**src/rtl/operand_fetch_unit.sv**
```systemverilog
// Operand fetch front end: register-file read select, writeback bypass,
// destination scoreboard with RAW/WAW hazard stall, and a registered operand stage.
module operand_fetch_unit #(
  parameter int unsigned W = 16
) (
  input  logic         clk,
  input  logic         reset,
  input  logic         in_valid,
  output logic         in_ready,
  input  logic [3:0]   in_src0,
  input  logic [3:0]   in_src1,
  input  logic         in_use0,
  input  logic         in_use1,
  input  logic [3:0]   in_dest,
  input  logic         in_wr,
  output logic [3:0]   rf_source0,
  output logic [3:0]   rf_source1,
  input  logic [W-1:0] rf_output0,
  input  logic [W-1:0] rf_output1,
  input  logic         wb_en,
  input  logic [3:0]   wb_dest,
  input  logic [W-1:0] wb_data,
  output logic         out_valid,
  input  logic         out_ready,
  output logic [W-1:0] out_op0,
  output logic [W-1:0] out_op1,
  output logic [3:0]   out_dest,
  output logic         out_wr,
  output logic [14:0]  pending,
  output logic         stall
);

  localparam int unsigned NREG = 15;
  localparam logic [3:0]  R15  = 4'd15;

  logic [15:0]     pend_ext;
  logic            raw0;
  logic            raw1;
  logic            waw;
  logic            hazard;
  logic            accept;
  logic [W-1:0]    byp0;
  logic [W-1:0]    byp1;
  logic [NREG-1:0] set_mask;
  logic [NREG-1:0] clr_mask;
  logic [NREG-1:0] pending_next;

  assign rf_source0 = in_src0;
  assign rf_source1 = in_src1;

  // R15 maps onto a constant-zero scoreboard bit, so it can never hazard.
  always_comb begin
    pend_ext     = {1'b0, pending};
    raw0         = in_use0 && pend_ext[in_src0] && !(wb_en && wb_dest == in_src0);
    raw1         = in_use1 && pend_ext[in_src1] && !(wb_en && wb_dest == in_src1);
    waw          = in_wr && pend_ext[in_dest] && !(wb_en && wb_dest == in_dest);
    hazard       = raw0 || raw1 || waw;
    in_ready     = !reset && !hazard && (!out_valid || out_ready);
    stall        = in_valid && hazard;
    accept       = in_valid && in_ready;
    byp0         = (wb_en && wb_dest == in_src0 && in_src0 != R15) ? wb_data : rf_output0;
    byp1         = (wb_en && wb_dest == in_src1 && in_src1 != R15) ? wb_data : rf_output1;
    set_mask     = '0;
    clr_mask     = '0;
    for (int i = 0; i < int'(NREG); i++) begin
      set_mask[i] = accept && in_wr && (in_dest == 4'(i));
      clr_mask[i] = wb_en && (wb_dest == 4'(i));
    end
    // A same-cycle set beats the clear: the new writer is still in flight.
    pending_next = (pending & ~clr_mask) | set_mask;
  end

  always_ff @(posedge clk) begin
    if (reset) begin
      out_valid <= 1'b0;
      out_op0   <= '0;
      out_op1   <= '0;
      out_dest  <= '0;
      out_wr    <= 1'b0;
      pending   <= '0;
    end else begin
      pending <= pending_next;
      if (accept) begin
        out_valid <= 1'b1;
        out_op0   <= byp0;
        out_op1   <= byp1;
        out_dest  <= in_dest;
        out_wr    <= in_wr;
      end else if (out_valid && out_ready) begin
        out_valid <= 1'b0;
      end
    end
  end

endmodule
```
**config.mk**
```make
export PLATFORM = sky130hd
export DESIGN_NAME = operand_fetch_unit
export DESIGN_NICKNAME = d
export VERILOG_FILES = /design/src/rtl/operand_fetch_unit.sv
export SDC_FILE = /design/constraint.sdc
export NUM_CORES = 1
export LEC_CHECK = 0
export CORE_MARGIN = 2
export CORE_UTILIZATION = 25
export DETAILED_ROUTE_END_ITERATION = 6
export GPL_TIMING_DRIVEN = 1
export PLACE_DENSITY = 0.57
export SLEW_MARGIN = 20
export SYNTH_ARGS = -nofsm -noshare
export SYNTH_HDL_FRONTEND = slang
export SYNTH_SLANG_ARGS = --single-unit
```
**constraint.sdc**
```tcl
create_clock -name clk -period 3.6 [get_ports clk]
set_input_delay 1.08 -clock clk [delete_from_list [all_inputs] [get_ports clk]]
set_output_delay 1.08 -clock clk [all_outputs]
set_load 0.005 [all_outputs]
```
; Word-level counts from Yosys, hierarchy flattened
; Index checks and enable logic that the tools add are counted.
[totals]
elab_cells = 114
ff_bits = 53
out_inout_bits = 63
input_bits = 72
[classes]
n_bitwise = 3
magnitude_cmp = 3
n_mux = 10
n_eq_ne = 33
reduce_logical = 59
[op_table]
columns = cell, n
row1 = $eq A4 B4 Y1 const B, 14
row2 = $logic_and A1 B1 Y1, 47
row3 = $eq A4 B3 Y1 const B, 8
row4 = $mux W16, 2
row5 = $eq A4 B2 Y1 const B, 4
row6 = $and A15 B15 Y15, 1
row7 = $lt A4 B5 Y1 const B, 3
row8 = $not A15 Y15, 1
row9 = $or A15 B15 Y15, 1
row10 = $bmux W1 S4, 3
row11 = $eq A4 B4 Y1, 3
row12 = $eq A4 B1 Y1 const B, 2
row13 = $logic_not A4 Y1, 2
row14 = $ne A4 B4 Y1 const B, 2
row15 = $logic_not A1 Y1, 6
row16 = $mux W1, 5
row17 = $logic_or A1 B1 Y1, 3
row18 = $reduce_bool A2 Y1, 1

; Longest topological paths before layout
; Gate-level depths: netlist (run 1).
[depth]
ltp_word = 13
depth_mapped = 9
depth_no_buf = 6

; Worst setup path before layout (run 1)
; Ideal clock, no wire load.
[synth_path]
path_kind = input to output
start = input port in_src1[1]
end = output port in_ready
path_stages = 8
path_slack_ns = -0.139
arrival_time_ns = 2.659
required_time_ns = 2.520
n_path_buf = 2
path_cell_list = buf_6 mux2_1 o32a_1 a32oi_1 o22a_2 nand2_4 buf_6 nor3_1
[synth_between]
elab_chain_cells = 9
word_cells_on_any_way = 12
classes_between = eq/ne (1) / mux (2) / reduce/logical (9)
[synth_rtl]
columns = item, line_no
row1 = from (decl), 11  ; input logic [3:0] in_src1,
row2 = $bmux W1 S4 or $eq A4 B4 Y1 (tied branches), 55  ; raw1 = in_use1 && pend_ext[in_src1] && !(wb_en && wb_dest == in_src1);
row3 = $mux W1 (implied by the code) or $logic_and A1 B1 Y1 (tied branches), 55
row4 = $logic_and A1 B1 Y1 or $logic_not A1 Y1 (tied branches), 55
row5 = $logic_and A1 B1 Y1 (*), 55
row6 = $logic_or A1 B1 Y1 (*) (2 in a row), 57  ; hazard = raw0 || raw1 || waw;
row7 = $logic_not A1 Y1 (*), 58  ; in_ready = !reset && !hazard && (!out_valid || out_ready);
row8 = $logic_and A1 B1 Y1 (*) (2 in a row), 58
row9 = to (decl), 9  ; output logic in_ready,
; Every way passes the cells marked *; elsewhere a longest branch is shown, timed or not. The select of a mux whose other input is x is not followed.

; Worst setup path in the final report (run 1)
[layout_path]
start = input port in_src1[1]
end = output port stall
[layout_between]
elab_chain_cells = 7
word_cells_on_any_way = 10
classes_between = eq/ne (1) / mux (2) / reduce/logical (7)
[layout_rtl]
columns = item, line_no
row1 = $bmux W1 S4 or $eq A4 B4 Y1 (tied branches), 55
row2 = $mux W1 (implied by the code) or $logic_and A1 B1 Y1 (tied branches), 55
row3 = $logic_and A1 B1 Y1 or $logic_not A1 Y1 (tied branches), 55
row4 = $logic_and A1 B1 Y1 (*), 55
row5 = $logic_or A1 B1 Y1 (*) (2 in a row), 57
row6 = $logic_and A1 B1 Y1 (*), 59  ; stall = in_valid && hazard;
row7 = to (decl), 30  ; output logic stall
; Marks and branches as above.

==> out/summary.txt, run 1 <==
outcome = finished, violations left
violated checks = setup timing
Syn Std Cell Area = 3280 um^2
first-pass GRT wire length = 20500 um
CTS tree = built
synthesized area per cell = 8.78 um^2
Slowest-stage cell, CP = o32a_1
die height = 119 um
most frequent cell after synthesis = dfxtp_1
Vias = 3596
yosys warns = 0
Initial Utilization = 25.8%
initial antenna violation count = 0
Max clock buf depth = 2
PortBufs = 134
GRT overflow = 0
Netlist cell types = 47
Slew @ Worst Pin = 0.495 ns
WP data required = 2.52 ns
core area = 12700 um^2
min-delay worst type = reg2reg
Cell Count, Final, Fillers Out = 707
Synth async-reset ratio = 0%
Fin Setup TNS = -0.0458 ns
max frequency = 274 MHz
Layout area overhead = 64.7%
WP data arrival = 2.57 ns
Reg2Reg Depth = 17
largest net degree at the start of global routing = 41
post-route ant nets = 0
crit start category = primary input
drt first pass iters = 4
clock slew at reported path FFs = 0.07 ns
Period Utilization, post-route = 101%
WL final = 13800 um
Crit Path Class = in2out
placed cell count = 677
final setup margin = -0.0457 ns
# Max-Cap Violations = 0
R2R Setup Slk = 0.56 ns
Worst Skew = 0.0118 ns
crit path buf inv count = 2
dominant cell type by area after synthesis = dfxtp_1
Syn Nets = 446
post-synthesis instance total = 374
clock sink count = 53
Final #Nets = 606
Leak = 1.90 nW
#FFs+latches synth = 53
Global Route Usage Sum = 18.4%
Die Width = 119 um
GP Congestion = 0.920
Post-synth EDFFs = 0
crit path max fanout = 3
I/O pins = 135
Iteration-0 DRC Markers = 193
Residual DRC = 0
post-DR wirelength/cell = 19.5 um
Worst path max stage delay = 0.31 ns
vias in the first global route = 3604
DR vias/cell = 5.09
Post-synth top cells = dfxtp_1, nand3_1, a21oi_1, mux2_2, o21ai_0
Yosys top cell area share = 32.3%
final setup fails = 2
CP Capture Type = primary output
Hold Path Origin = out_op1[12]$_SDFFE_PP0P_
H-Tree Depth = 2
clk root buf = clkbuf_16
top cells by area, synth = dfxtp_1, mux2_2, nand3_1
Rows = 41
Slew HR = 66.9%
final hold vios = 0
Num CTS Buffers = 5
Clock Latency Late Sink = 0.30 ns
CP top delay family = compound AO/OA/AOI/OAI gates
top_reg_cell synth = dfxtp_1
DIE AREA = 14100 um^2
Detail Placement HPWL = 9420 um
Pwr Total = 1.55 mW
power density over cell area = 286 nW/um^2
Reg-to-Reg End = out_op1[15]$_SDFFE_PP0P_
reg-to-reg startpoint = pending[10]$_SDFF_PP0_
fin crit period = 3.65 ns
crit-path cells = buf_8, mux2_4, o32a_1, a32oi_2, o22a_2, nand2_4, and2_4, buf_6
hold path depth = 2
Seq/Total Area, Yosys = 32.3%
Hold WS = 0.462 ns
ant diodes = 0
VDD IR max = 0.000234 V
max-slew violations = 0
share of cells above drive strength 1 = 27.9%
Hold EP = out_op1[12]$_SDFFE_PP0P_
RSZ-0062 raised after global routing = true
[repair_timing]
item / in CTS / in global routing
endpoints found under the setup margin: 2 / 39
hold buffers: 0 / 0
pin swaps: 13 / 25
gates cloned: 0 / 6
buffers inserted: 18 / 3
gates resized for setup: 60 / 41
[cells by family (layout without fill, tap and decap cells)]
kind of cell / Yosys count / after routing / synth area share [%]
AOI/OAI and AO/OA: 121 / 121 / 22.7
xor gates and xnor gates: 10 / 10 / 2.67
buffers and inverters: 45 / 206 / 8.57
DFF: 53 / 53 / 32.3
muxes: 48 / 48 / 18.2
and+or+nand+nor: 97 / 97 / 15.5
[cell type report]
| cell class | count | area, um^2 |
|---|---|---|
| Sequential cell | 53 | 1060 |
| Clock buffer | 5 | 125 |
| Fill cell | 1300 | 7310 |
| Timing Repair Buffer | 196 | 1900 |
| Multi-Input combinational cell | 276 | 2070 |
| Clock inverter | 3 | 21.3 |
| Tap cell | 172 | 215 |
| Inverter | 2 | 7.51 |
[placed cells by master (no fill, tap or decap), types with 4 or more instances in the layout]
cell type	n
a21oi_1	38
buf_12	5
buf_2	4
buf_4	48
buf_6	7
clkbuf_16	8
clkbuf_2	6
clkdlybuf4s50_1	114
dfxtp_1	53
dlygate4sd2_1	6
mux2_2	33
mux2i_1	6
mux4_2	6
nand2_1	9
nand2b_1	5
nand3_1	46
nand3b_1	5
nor2_1	10
o211ai_1	8
o21ai_0	22
o21ai_1	15
o21ai_2	4
o31ai_1	15
xnor2_1	7
[flip-flops by register name (all words and copies together), names as in the netlist]
name	cells
out_dest	4
out_op0	16
out_op1	16
out_valid	1
out_wr	1
pending	15
[worst register-to-register path, stage by stage (launching register included)]
cell,delay [ns]
dfxtp_1,0.50
mux4_2,0.30
nor2b_4,0.15
a211oi_2,0.05
buf_4,0.14
buf_4,0.12
buf_4,0.12
buf_4,0.12
buf_4,0.12
buf_4,0.12
buf_4,0.12
buf_4,0.12
buf_4,0.14
o31ai_4,0.29
buf_6,0.20
clkbuf_16,0.16
o21ai_0,0.07
a21oi_1,0.14
[power breakdown]
group	switching, mW	total, mW	internal (mW)
clock	0.236	0.496	0.260
combinational	0.191	0.430	0.240
sequential	0.0128	0.621	0.608
total	0.440	1.55	1.11
[through the flow]
step           cell area, um^2  utilization (%)  setup slack [ns]
2_1_floorplan             3310                -           -0.0689
3_3_place_gp              4940             38.8            -0.896
3_5_place_dp              4940             38.8            -0.911
4_1_cts                   5270             41.4            -0.138
5_1_grt                   5410             42.5           -0.0825
6_report                  5410             42.5           -0.0457
[worst max path at each step]
| stage | slack [ns] | cells after the start | from | end |
|---|---|---|---|---|
| 2_1_floorplan | -0.07 | 8 | in_src1[1] | stall |
| 5_1_grt | -0.08 | 8 | in_src1[1] | stall |
| 3_3_place_gp | -0.90 | 8 | in_dest[0] | in_ready |
| 4_1_cts | -0.14 | 9 | in_src0[0] | stall |
| 3_5_place_dp | -0.91 | 8 | in_dest[0] | in_ready |
| 6_report | -0.05 | 8 | in_src1[1] | stall |
[per-layer routing]
metal	vias up	global-route usage, %	wire length, um
li1	1704	-	-
met1	1779	24.2	6260
met2	99	31.5	6810
met3	14	2.08	482
met4	0	5.21	217
met5	-	0	0
Power figures use the tool's default switching activity.
==> run 2, diff against run 1 <==
--- a/config.mk
+++ b/config.mk
@@ -5,12 +5,13 @@
 export SDC_FILE = /design/constraint.sdc
 export NUM_CORES = 1
 export LEC_CHECK = 0
+export ABC_AREA = 1
 export CORE_MARGIN = 2
 export CORE_UTILIZATION = 25
+export CTS_CLUSTER_SIZE = 24
 export DETAILED_ROUTE_END_ITERATION = 6
 export GPL_TIMING_DRIVEN = 1
 export PLACE_DENSITY = 0.57
-export SLEW_MARGIN = 20
 export SYNTH_ARGS = -nofsm -noshare
 export SYNTH_HDL_FRONTEND = slang
 export SYNTH_SLANG_ARGS = --single-unit
==> out/summary.txt, run 2 <==
crit-path cells = buf_4, buf_6, nand3_1, nand2_1, nor2_1, nor2_1, nor2_1, nand2_2, nand2_2, nand3_4, nand2_1, inv_1, dlygate4sd2_1
register share of total power = 41.4%
Worst path max stage delay = 0.25 ns
Num CTS Buffers = 5
Fillers = 1406
most frequent cell after synthesis = nand2_1
top_reg_cell synth = dfxtp_1
CP top delay family = simple AND/OR/NAND/NOR gates
Die Width = 119 um
Netlist cell types = 27
Initial Utilization = 25.3%
drt first pass iters = 5
Max clock buf depth = 2
Cell Count, Final, Fillers Out = 891
finished layout cell area = 5250 um^2
Largest regs = out_op0 (16), out_op1 (16), pending (15)
max frequency = 284 MHz
WL final = 13100 um
top cells by area, synth = dfxtp_1, nand2_1, nor2_1
Global Route Usage Sum = 17.8%
CP dominant cell by count = nor2_1
Syn Nets = 626
Crit Path Class = in2out
VDD IR max = 0.000177 V
mux contribution to synthesized area = 0%
Simple-Gate Fraction of Synth Area = 35.6%
GRT overflow = 0
post-route ant nets = 0
placed instance area = 5060 um^2
initial antenna violation count = 0
Reg-to-Reg End = out_op0[1]$_SDFFE_PP0P_
Slew @ Worst Pin = 0.317 ns
share of cells above drive strength 1 = 15.2%
yosys warns = 0
post-DR wirelength/cell = 14.7 um
most common cell after layout, fill and taps aside = nand2_1
Fin Setup TNS = 0 ns
Period Utilization, post-route = 98.0%
PortBufs = 134
synthesized area per cell = 5.98 um^2
clock sink count = 53
crit path max fanout = 5
min-delay worst type = reg2reg
first-pass GRT wire length = 20300 um
CTS tree = built
Synth async-reset ratio = 0%
Layout area overhead = 58.4%
Hold EP = out_wr$_SDFFE_PP0P_
RSZ-0062 raised after global routing = false
Critical path origin = in_dest[0]
Detail Placement HPWL = 10200 um
clk root buf = clkbuf_16
outcome = completed
CP Capture Type = primary output
Slew HR = 78.8%
commonest cells after routing, fill and taps aside = nand2_1, clkdlybuf4s50_1, nor2_1
Leak = 2.31 nW
Hold Path Origin = out_wr$_SDFFE_PP0P_
P_sw = 0.433 mW
Final #Nets = 786
GP Congestion = 0.927
Post-synth EDFFs = 0
adder-cell share of the synthesized area = 0%
Final Util = 40.1%
crit path buf inv count = 4
Yosys top cell area share = 32.0%
final hold vios = 0
Rows = 42
Comb pwr share = 28.4%
ant diodes = 0
max-slew violations = 0
switch share = 28.0%
# Max-Cap Violations = 0
DIE AREA = 14200 um^2
Slowest-stage cell, CP = dlygate4sd2_1
I/O pins = 135
die height = 119 um
largest family of logic cells by synthesized area = simple AND/OR/NAND/NOR gates
Syn Std Cell Area = 3310 um^2
placed cell count = 878
Pwr Total = 1.54 mW
DR vias/cell = 4.57
fin crit period = 3.53 ns
crit start category = primary input
core area = 13100 um^2
Clock Latency Late Sink = 0.28 ns
clock slew at reported path FFs = 0.07 ns
Seq/Total Area, Yosys = 32.0%
power share of the clock group = 30.2%
hold path depth = 2
reg-to-reg startpoint = pending[5]$_SDFF_PP0_
WP data required = 2.52 ns
post-synthesis instance total = 554
Post-synth top cells = nand2_1, nor2_1, o21ai_0, inv_1, dfxtp_1
vias in the first global route = 3903
Synth Area in XOR/XNOR = 1.06%
H-Tree Depth = 2
R2R Setup Slk = 1.41 ns
final setup fails = 0
Iteration-0 DRC Markers = 308
WP data arrival = 2.45 ns
Reg2Reg Depth = 14
Residual DRC = 0
Vias = 4075
cts hold-fix bufs = 0
dominant cell type by area after synthesis = dfxtp_1
Compound-Gate Fraction of Synth Area = 17.3%
power density over cell area = 294 nW/um^2
internal power = 1.11 mW
Worst Skew = 0.00756 ns
largest net degree at the start of global routing = 37
#FFs+latches synth = 53
-- run 2: cell types whose count changed after synthesis, moves of 14 or more --
| cell | delta |
|---|---|
| nand2_1 | +115 |
| nor2_1 | +96 |
| inv_1 | +53 |
| mux2_2 | -33 |
| o21ai_0 | +32 |
| a21oi_1 | -19 |
| nand3_1 | -15 |
| o31ai_1 | -14 |
-- run 2: what timing repair did --
action / in CTS / in global routing
pin swaps: 4 / 15
setup endpoints to repair: 2 / 2
gates cloned: 1 / 1
buffers inserted: 2 / 1
resized for setup: 44 / 40
endpoints found under the hold margin: 0 / 0
-- run 2: cells by family (layout without fill, tap and decap cells) --
family | after synthesis | after routing
DFF | 53 | 53
xor gates and xnor gates | 4 | 4
AOI/OAI and AO/OA | 112 | 112
buffers and inverters | 102 | 263
and+or+nand+nor | 283 | 283
-- run 2: final cells by class --
cell class / count / area, um^2 / area share, %
well taps: 176 / 220 / 4.19
repair buffers: 190 / 1730 / 33.0
clock buffers: 7 / 133 / 2.53
repair inverters: 1 / 7.51 / 0.143
multi-input cells: 399 / 1850 / 35.2
clock inverters: 1 / 7.51 / 0.143
inverters: 64 / 241 / 4.60
flip-flops and latches: 53 / 1060 / 20.2
-- run 2: how the worst max path moves through the flow --
stage | to | cells after the start
after floorplan | in_ready | 13
after global placement | in_ready | 13
after detailed placement | in_ready | 13
after CTS | stall | 14
after global routing | stall | 12
final | stall | 13
-- run 2: through the flow --
step	setup WS, ns	hold slack [ns]
CTS	0.000802	0.484
global route	0.000281	0.507
floorplan	0.340	0.456
global placement	-0.730	0.462
finish	0.0728	0.481
detailed placement	-0.688	0.469
-- run 2: power groups by stage --
| stage | Clock [mW] | Sequential (mW) | Combinational, mW |
|---|---|---|---|
| floorplan | 0 | 0.652 | 0.187 |
| global placement | 0 | 0.651 | 0.431 |
| detailed placement | 0 | 0.652 | 0.432 |
| CTS | 0.491 | 0.639 | 0.435 |
| global route | 0.507 | 0.643 | 0.481 |
| finish | 0.466 | 0.638 | 0.437 |
-- run 2: per-layer routing --
layer,vias up,global-route usage [%],part of all wire (%)
li1,2076,-,-
met1,1881,24.6,48
met2,110,30.0,47
met3,8,2.39,4.4
met4,0,3.20,0.80
met5,-,0,0
-- run 2: worst register-to-register path: cells and delay by family (launching register included) --
family / cells / cell delay, ns
buf+inv: 2 / 0.44
compound gates: 1 / 0.19
flops: 1 / 0.39
simple gates: 11 / 1.06
